### config.mk
export PLATFORM = sky130hd
export DESIGN_NAME = fpga_cfg_loader
export DESIGN_NICKNAME = d
export VERILOG_FILES = /design/src/rtl/fpga_cfg_pkg.sv /design/src/rtl/fpga_cfg_serializer.sv /design/src/rtl/fpga_cfg_loader.sv
export SDC_FILE = /design/constraint.sdc
export NUM_CORES = 1
export LEC_CHECK = 0
export ABC_CLOCK_PERIOD_IN_PS = 2100
export CORE_MARGIN = 1
export CORE_UTILIZATION = 51
export DETAILED_ROUTE_END_ITERATION = 16
export PLACE_DENSITY = 0.85
export SYNTH_ARGS = -nofsm -noshare
export SYNTH_HDL_FRONTEND = slang
export SYNTH_SLANG_ARGS = --single-unit
### constraint.sdc
create_clock -name clk -period 2.1 [get_ports clk]
set_input_delay 0.42 -clock clk [delete_from_list [all_inputs] [get_ports clk]]
set_output_delay 0.42 -clock clk [all_outputs]
set_load 0.01 [all_outputs]
### src/rtl/fpga_cfg_pkg.sv
// Shared types for the scan-chain configuration controller and the
// chain lengths of the fabric generations that use it.
package fpga_cfg_pkg;

    typedef enum logic [2:0] {
        IDLE     = 3'd0,
        FETCH    = 3'd1,
        SHIFT_LO = 3'd2,
        SHIFT_HI = 3'd3,
        DONE     = 3'd4
    } cfg_state_t;

    typedef enum logic {
        CFG_LOAD   = 1'b0,
        CFG_VERIFY = 1'b1
    } cfg_mode_t;

    localparam int FPGAV1_CHAIN_LEN = 26;
    localparam int FPGAV2_CHAIN_LEN = 74;

endpackage

### src/rtl/fpga_cfg_serializer.sv
// Holds one bitstream word and presents it LSB-first, one bit per shift,
// with a count of bits consumed so the controller knows when to refetch.
module fpga_cfg_serializer #(
    parameter int WORD_W = 8
) (
    input  logic              clk,
    input  logic              rst,
    input  logic              load,
    input  logic              shift,
    input  logic [WORD_W-1:0] data,
    output logic              cur_bit,
    output logic              next_bit,
    output logic              last
);

    localparam int BW = (WORD_W > 1) ? $clog2(WORD_W) : 1;

    logic [WORD_W-1:0] word_q;
    logic [WORD_W-1:0] word_shr;
    logic [BW-1:0]     cnt;

    assign word_shr = word_q >> 1;

    always_ff @(posedge clk) begin
        if (load) begin
            word_q <= data;
        end else if (shift) begin
            word_shr_hold: word_q <= word_shr;
        end
    end

    always_ff @(posedge clk or posedge rst) begin
        if (rst) begin
            cnt <= '0;
        end else if (load) begin
            cnt <= '0;
        end else if (shift) begin
            cnt <= cnt + 1'b1;
        end
    end

    // next_bit is the bit that will sit at position 0 after this edge
    assign cur_bit  = word_q[0];
    assign next_bit = load ? data[0] : (shift ? word_shr[0] : word_q[0]);
    assign last     = (cnt == BW'(WORD_W - 1));

endmodule

### src/rtl/fpga_cfg_loader.sv
// Scan-chain configuration controller: streams words into the chain in LOAD
// mode, or rotates the chain through itself and compares it in VERIFY mode.
module fpga_cfg_loader
    import fpga_cfg_pkg::*;
#(
    parameter int CHAIN_LEN = 26,
    parameter int WORD_W    = 8
) (
    input  logic                             clk,
    input  logic                             rst,
    input  logic                             start,
    input  logic                             mode,
    input  logic                             abort,
    input  logic                             s_valid,
    input  logic [WORD_W-1:0]                s_data,
    output logic                             s_ready,
    output logic                             prog_clk,
    output logic                             prog_en,
    output logic                             prog_in,
    input  logic                             prog_out,
    output logic                             busy,
    output logic                             done,
    output logic                             error,
    output logic [$clog2(CHAIN_LEN+1)-1:0]   err_idx
);

    localparam int KW = $clog2(CHAIN_LEN + 1);
    localparam logic [KW-1:0] LAST_K    = KW'(CHAIN_LEN - 1);
    localparam logic [KW-1:0] ABORT_IDX = KW'(CHAIN_LEN);

    cfg_state_t    state, state_n;
    cfg_mode_t     mode_q;
    logic [KW-1:0] k;
    logic          busy_now, load, shift, mismatch;
    logic          cur_bit, next_bit, last_bit;

    assign busy_now = (state == FETCH) || (state == SHIFT_LO) || (state == SHIFT_HI);
    assign load     = (state == FETCH) && s_valid && !abort;
    assign shift    = (state == SHIFT_HI) && !abort;
    assign mismatch = (state == SHIFT_LO) && (mode_q == CFG_VERIFY) && (prog_out != cur_bit);

    fpga_cfg_serializer #(.WORD_W(WORD_W)) u_ser (
        .clk      (clk),
        .rst      (rst),
        .load     (load),
        .shift    (shift),
        .data     (s_data),
        .cur_bit  (cur_bit),
        .next_bit (next_bit),
        .last     (last_bit)
    );

    always_comb begin
        state_n = state;
        if (busy_now && abort) begin
            state_n = IDLE;
        end else begin
            case (state)
                IDLE:     if (start) state_n = FETCH;
                FETCH:    if (s_valid) state_n = SHIFT_LO;
                SHIFT_LO: state_n = SHIFT_HI;
                SHIFT_HI: begin
                    // the last word may be partial: k, not the word count, ends the pass
                    if (k == LAST_K)   state_n = DONE;
                    else if (last_bit) state_n = FETCH;
                    else               state_n = SHIFT_LO;
                end
                DONE:     state_n = IDLE;
                default:  state_n = IDLE;
            endcase
        end
    end

    // Outputs are registered from the next state so they line up with it.
    always_ff @(posedge clk or posedge rst) begin
        if (rst) begin
            state    <= IDLE;
            mode_q   <= CFG_LOAD;
            k        <= '0;
            s_ready  <= 1'b0;
            prog_clk <= 1'b0;
            prog_en  <= 1'b0;
            prog_in  <= 1'b0;
            busy     <= 1'b0;
            done     <= 1'b0;
            error    <= 1'b0;
            err_idx  <= '0;
        end else begin
            state    <= state_n;
            s_ready  <= (state_n == FETCH);
            prog_en  <= (state_n == FETCH) || (state_n == SHIFT_LO) || (state_n == SHIFT_HI);
            busy     <= (state_n == FETCH) || (state_n == SHIFT_LO) || (state_n == SHIFT_HI);
            prog_clk <= (state_n == SHIFT_HI);
            done     <= (state_n == DONE);
            // VERIFY feeds the tail back in so a full pass is a pure rotation
            if (state_n == SHIFT_LO) begin
                prog_in <= (mode_q == CFG_VERIFY) ? prog_out : next_bit;
            end
            if ((state == IDLE) && start) begin
                mode_q  <= cfg_mode_t'(mode);
                k       <= '0;
                error   <= 1'b0;
                err_idx <= '0;
            end else if (busy_now && abort) begin
                error   <= 1'b1;
                err_idx <= ABORT_IDX;
            end else begin
                if (shift) begin
                    k <= k + 1'b1;
                end
                if (mismatch && !error) begin
                    error   <= 1'b1;
                    err_idx <= k;
                end
            end
        end
    end

endmodule

=== Yosys cells after proc, flatten, opt, wreduce, memory -nomap -nowiden ===
Cells that the tools add are included.

* Bits of input ports: 15
* Logic and storage cells: 66
* Bits in registers: 31

* Add/sub/neg operators: 2
* Reductions and logical operators: 19
* Equality and inequality tests: 11
* Muxes and demuxes: 22

{| class="wikitable"
|+ Operator list
! cell !! count
|-
| $mux 5 || 6
|-
| $mux 3 || 6
|-
| $mux 8 || 2
|-
| $eq 3x2->1 const B || 4
|-
| $pmux 3 s4 || 1
|-
| $logic_and 1x1->1 || 8
|-
| $eq 3x1->1 const B || 2
|-
| $eq 3x3->1 const B || 2
|-
| $mux 1 || 6
|-
| $add 5x1->5 const B || 1
|-
| $eq 5x5->1 const B || 1
|-
| $logic_or 1x1->1 || 4
|-
| $reduce_bool 2->1 || 2
|-
| $add 3x1->3 const B || 1
|-
| $logic_not 3->1 || 1
|-
| $reduce_bool 3->1 || 1
|-
| $logic_not 1->1 || 2
|-
| $mux 2 || 1
|-
| $ne 2x1->1 const B || 1
|-
| $reduce_and 2->1 || 1
|-
| $ne 1x1->1 || 1
|}

=== Longest topological paths before layout ===
* Depth after elaboration: 8
* Mapped depth: 7
* Depth with buffers taken out: 7

=== Modules after synthesis ===
Synthesis repeated with hierarchy kept, for this count alone.

* Cell total of the unflattened synthesis: 131
* Area total of the unflattened synthesis: 1498.9 µm²

{| class="wikitable"
|+ By module, submodules not included
! module !! area an instance (µm²) !! times used !! seq. area each (µm²) !! cells an instance
|-
| fpga_cfg_loader || 982.2 || 1 || 500.5 || 96
|-
| fpga_cfg_serializer || 516.7 || 1 || 315.3 || 35
|}

=== Least setup slack after synthesis ===
No wires, ideal clock.

* Kind: flip-flop to flip-flop
* Start: register state[1]
* End: register u_ser.word_q[0] (data pin)
* Setup slack: 0.387 ns
* Clock period less this slack: 1.713 ns
* Cell stages (with the launch flop): 6
* Data arrival time: 1.453 ns
* Cell sequence: dfrtp_1 > clkbuf_2 > nand3b_1 > nor3_1 > buf_2 > mux2_2

* Cells in the longest elaborated chain, start to end: 4

{| class="wikitable"
|+ RTL lines
! what !! line !! text
|-
| from (decl) || fpga_cfg_loader.sv:31 || <nowiki>cfg_state_t state, state_n;</nowiki>
|-
| from (signal assigned) || fpga_cfg_loader.sv:89 || <nowiki>state <= state_n;</nowiki>
|-
| $eq 3x1->1 || fpga_cfg_loader.sv:38 || <nowiki>assign load = (state == FETCH) && s_valid && !abort;</nowiki>
|-
| $logic_and 1x1->1 (2 in series) || fpga_cfg_loader.sv:38 ||
|-
| $mux 8 || fpga_cfg_serializer.sv:25 || <nowiki>if (load) begin</nowiki>
|-
| to (signal assigned) || fpga_cfg_serializer.sv:26 || <nowiki>word_q <= data;</nowiki>
|-
| to (signal assigned) || fpga_cfg_serializer.sv:28 || <nowiki>word_shr_hold: word_q <= word_shr;</nowiki>
|-
| to (decl) || fpga_cfg_serializer.sv:18 || <nowiki>logic [WORD_W-1:0] word_q;</nowiki>
|}

No other way between the ends.
A chain may end at the register's enable or synchronous reset.

=== Final worst setup path ===
* Start: register k[0]
* End: register prog_in

* Cells in the longest elaborated chain, start to end: 5

{| class="wikitable"
|+ RTL lines
! what !! line !! text
|-
| from (decl) || fpga_cfg_loader.sv:33 || <nowiki>logic [KW-1:0] k;</nowiki>
|-
| from (signal assigned) || fpga_cfg_loader.sv:109 || <nowiki>k <= k + 1'b1;</nowiki>
|-
| $eq 5x5->1 || fpga_cfg_loader.sv:64 || <nowiki>if (k == LAST_K) state_n = DONE;</nowiki>
|-
| $mux 3 || fpga_cfg_loader.sv:64 ||
|-
| $pmux 3 s4 || fpga_cfg_loader.sv:58 || <nowiki>case (state)</nowiki>
|-
| $mux 3 || fpga_cfg_loader.sv:55 || <nowiki>if (busy_now && abort) begin</nowiki>
|-
| $eq 3x2->1 || fpga_cfg_loader.sv:96 || <nowiki>if (state_n == SHIFT_LO) begin</nowiki>
|-
| to (signal assigned) || fpga_cfg_loader.sv:97 || <nowiki>prog_in <= (mode_q == CFG_VERIFY) ? prog_out : next_bit;</nowiki>
|-
| to (decl) || fpga_cfg_loader.sv:19 || <nowiki>output logic prog_in,</nowiki>
|}

No other way between the ends.

==> qor.yml <==
synth:
  synth_top_family_by_area: "simple AND/OR/NAND/NOR gates"
  synth-seq-cells: 31
  ys.flop_type: "dfrtp_1"
  yosysWarnings: 0
  syn_inst: 131
  synthArstFlopShare_pct: 74.2
  yosysUniqueCellTypes: 37
  synth.yosys.seq_area_share_pct: 54.2
  synth_area_um2: 1510
  synth-adder-area-share_pct: 3.33
  synth_mux_area_share_pct: 9.31
  synth-compound-area-share_pct: 7.90
  yosys.area_share.simple_pct: 18.0
  synth-edff-count: 8
  yosys.area_share.xor_xnor_pct: 2.91
  synth.avg_cell_area_um2: 11.5
  synth.net_count: 150
worst_setup_path:
  crit_chain: "ha_1 -> and4b_4 -> or4_4 -> a41oi_1 -> a41oi_2"
  start_kind: "flip-flop"
  worstPathArrival_ns: 2.04
  crit_type: "flip-flop to flip-flop"
  r2r_slack_ns: 0.26
  cpPeakStageDelay_ns: 0.49
  critPathSlowestCell: "or4_4"
  end_kind: "flip-flop"
  required_ns: 2.30
  path_delay_family: "simple AND/OR/NAND/NOR gates"
  crit_buf_inv: 0
  worstReg2RegEnd: "prog_in"
  worst-r2r-cell-count: 5
  r2r-start: "k[0]"
  critPathMaxFanout: 6
cts:
  clock_latency_ns: 0.33
  clockBufferDepth: 2
  cts_tree: "done"
  cts_setup_buffers: 0
  htreeDepth: 2
  cts.repair.resized: 0
  root_buffer: "clkbuf_4"
  clkTransAtPathRegs_ns: 0.09
  cts_hold_buf: 0
  clock-sinks: 31
  cts_buffers: 5
sta:
  min_period_ns: 1.84
  grt_setup_unrepaired: "no"
  setup_tns_ns: 0
  fin_ws_ns: 0.260
  tightest_slew_ns: 0.394
  hold_viol_final: 0
  skew_ns: 0.00519
  relSlewSlack_pct: 73.5
  max_freq_ghz: 0.543
  fin_crit_sh_pct: 87.6
  slew_viol_final: 0
  setup_violations: 0
grt:
  antenna_found_initial: 0
  grtUsageMet2_pct: 34.4
  busiest_layer: "met2"
  track_usage_pct: 20.7
  grt_pass1_wl_um: 4890
  grt_use_met1_pct: 24.5
  gr-total-overflow: 0
  grt_pass1_vias: 1105
  grt_max_degree: 24
  met3_usage_pct: 4.84
cells_and_area:
  final_common_cell: "clkdlybuf4s50_1"
  layout.nets: 182
  finalNonFillerCells: 195
  stdcell_area_um2: 1860
  insertedDiodeCount: 0
  final_cell_mix: "clkdlybuf4s50_1, dfrtp_1, nand2_1"
  synthToLayoutAreaGrowth_pct: 23.3
  fillers: 212
  drive_above_1_share_pct: 15.9
die:
  row_count: 19
  coreArea_um2: 2780
  die_w_um: 56.3
  start_util_pct: 54.1
  die-area_um2: 3170
  dieHeight_um: 56.3
  pin_count: 27
power_and_ir_drop:
  p_sw_mw: 0.736
  power_density_nw_per_um2: 1130
  seq_power_share_pct: 46.1
  p_sw_share_pct: 35.3
  vdd_ir_drop_max_v: 0.000830
  combPwrFrac_pct: 38.7
  p_leak_nw: 0.790
  intPower_mw: 1.35
  clkPwrFrac_pct: 15.3
detailed_routing:
  drt_iter0_drc: 45
  antenna_left: 0
  first_pass_iters: 4
  vias_per_cell: 5.51
  routedWlPerCell_um: 14.6
  drc: 0
  routed_wl_um: 2850
  vias: 1075
status:
  outcome: "finished clean"
placed_design:
  place.detailed.hpwl_um: 2170
  dpl_worst_slack_ns: 0.0362
  portBuffers: 26
  placed_cells: 187
  dpl-instance-area_um2: 1810
  finalWeightedCongestion: 0.875
worst_hold_path:
  min_path_type: "input port to async pin"
job:
  maxCapViolations: 0
## how the worst max path moves through the flow
stage | startpoint | endpoint | slack, ns | cells past startpoint
6_report | k[0] | prog_in | 0.26 | 5
2_1_floorplan | state[1] | u_ser.word_q[0] | 0.39 | 5
4_1_cts | k[0] | prog_in | 0.26 | 5
3_5_place_dp | abort | prog_in | 0.04 | 5
3_3_place_gp | abort | prog_in | 0.06 | 5
5_1_grt | state[0] | prog_in | 0.17 | 4
## through the flow
step	utilization [%]	hold WS [ns]	power, mW
floorplan	-	0.422	1.48
global placement	65.0	0.501	1.73
detailed placement	65.0	0.524	1.79
CTS	66.7	0.420	2.11
global route	66.7	0.452	2.23
finish	66.7	0.419	2.09
## power groups by stage
stage	clock network (mW)	logic, mW	registers [mW]
after global placement	0	0.770	0.956
after CTS	0.332	0.814	0.961
after detailed placement	0	0.812	0.975
final	0.319	0.807	0.962
after floorplan	0	0.546	0.934
after global routing	0.361	0.889	0.983
## layout make-up
type	instances	area, µm²	area share [%]
clock buffers	8	48.8	2.63
inverters	10	37.5	2.02
multi-input cells	85	624	33.6
flip-flops and latches	31	816	44.0
well taps	31	38.8	2.09
repair buffers	30	290	15.6
## state kept, by name, summed over array words and instances, names as in the netlist
| register | cells |
|---|---|
| u_ser.word_q | 8 |
| err_idx | 5 |
| k | 5 |
| state | 3 |
| u_ser.cnt | 3 |
| busy | 1 |
| done | 1 |
| error | 1 |
| mode_q | 1 |
| prog_clk | 1 |
| prog_in | 1 |
| s_ready | 1 |
## worst register-to-register path, cell delays in order (launching register included)
cell and delay [ns]:
dfrtp_1 0.45, ha_1 0.23, and4b_4 0.21, or4_4 0.49
a41oi_1 0.28, a41oi_2 0.06
## cells in the mapped netlist, types with 2 or more instances
master,instances,area [µm²]
or3b_1,2,17.5
edfxtp_1,8,240
nand3_1,2,10.0
buf_2,3,15.0
nand2b_1,2,12.5
and2_2,2,15.0
mux2_2,8,90.1
mux2i_1,5,50.1
dfrtp_1,23,576
a21oi_1,3,15.0
nor4bb_1,2,20.0
o21ai_0,8,40.0
xor2_1,3,26.3
nor3_1,2,10.0
nand2_1,12,45.0
ha_1,4,50.1
xnor2_1,2,17.5
inv_1,10,37.5
nor2_1,11,41.3
nand4_1,2,12.5
## kinds of logic (layout without fill, tap and decap cells)
kind of cell             Yosys count  after routing
AND/OR/NAND/NOR                   46             46
flip-flops                        31             31
AO/OA/AOI/OAI                     17             17
buffers and inverters             15             48
multiplexers                      13             13
XOR/XNOR                           5              5
adder cells (fa/ha/maj)            4              4
## layer usage
| metal | vias up | wire (µm) |
|---|---|---|
| met3 | 5 | 146 |
| met5 | - | 0 |
| li1 | 518 | - |
| met1 | 514 | 1180 |
| met4 | 0 | 53 |
| met2 | 38 | 1470 |
Note: power is estimated with default switching activity, not from simulation.
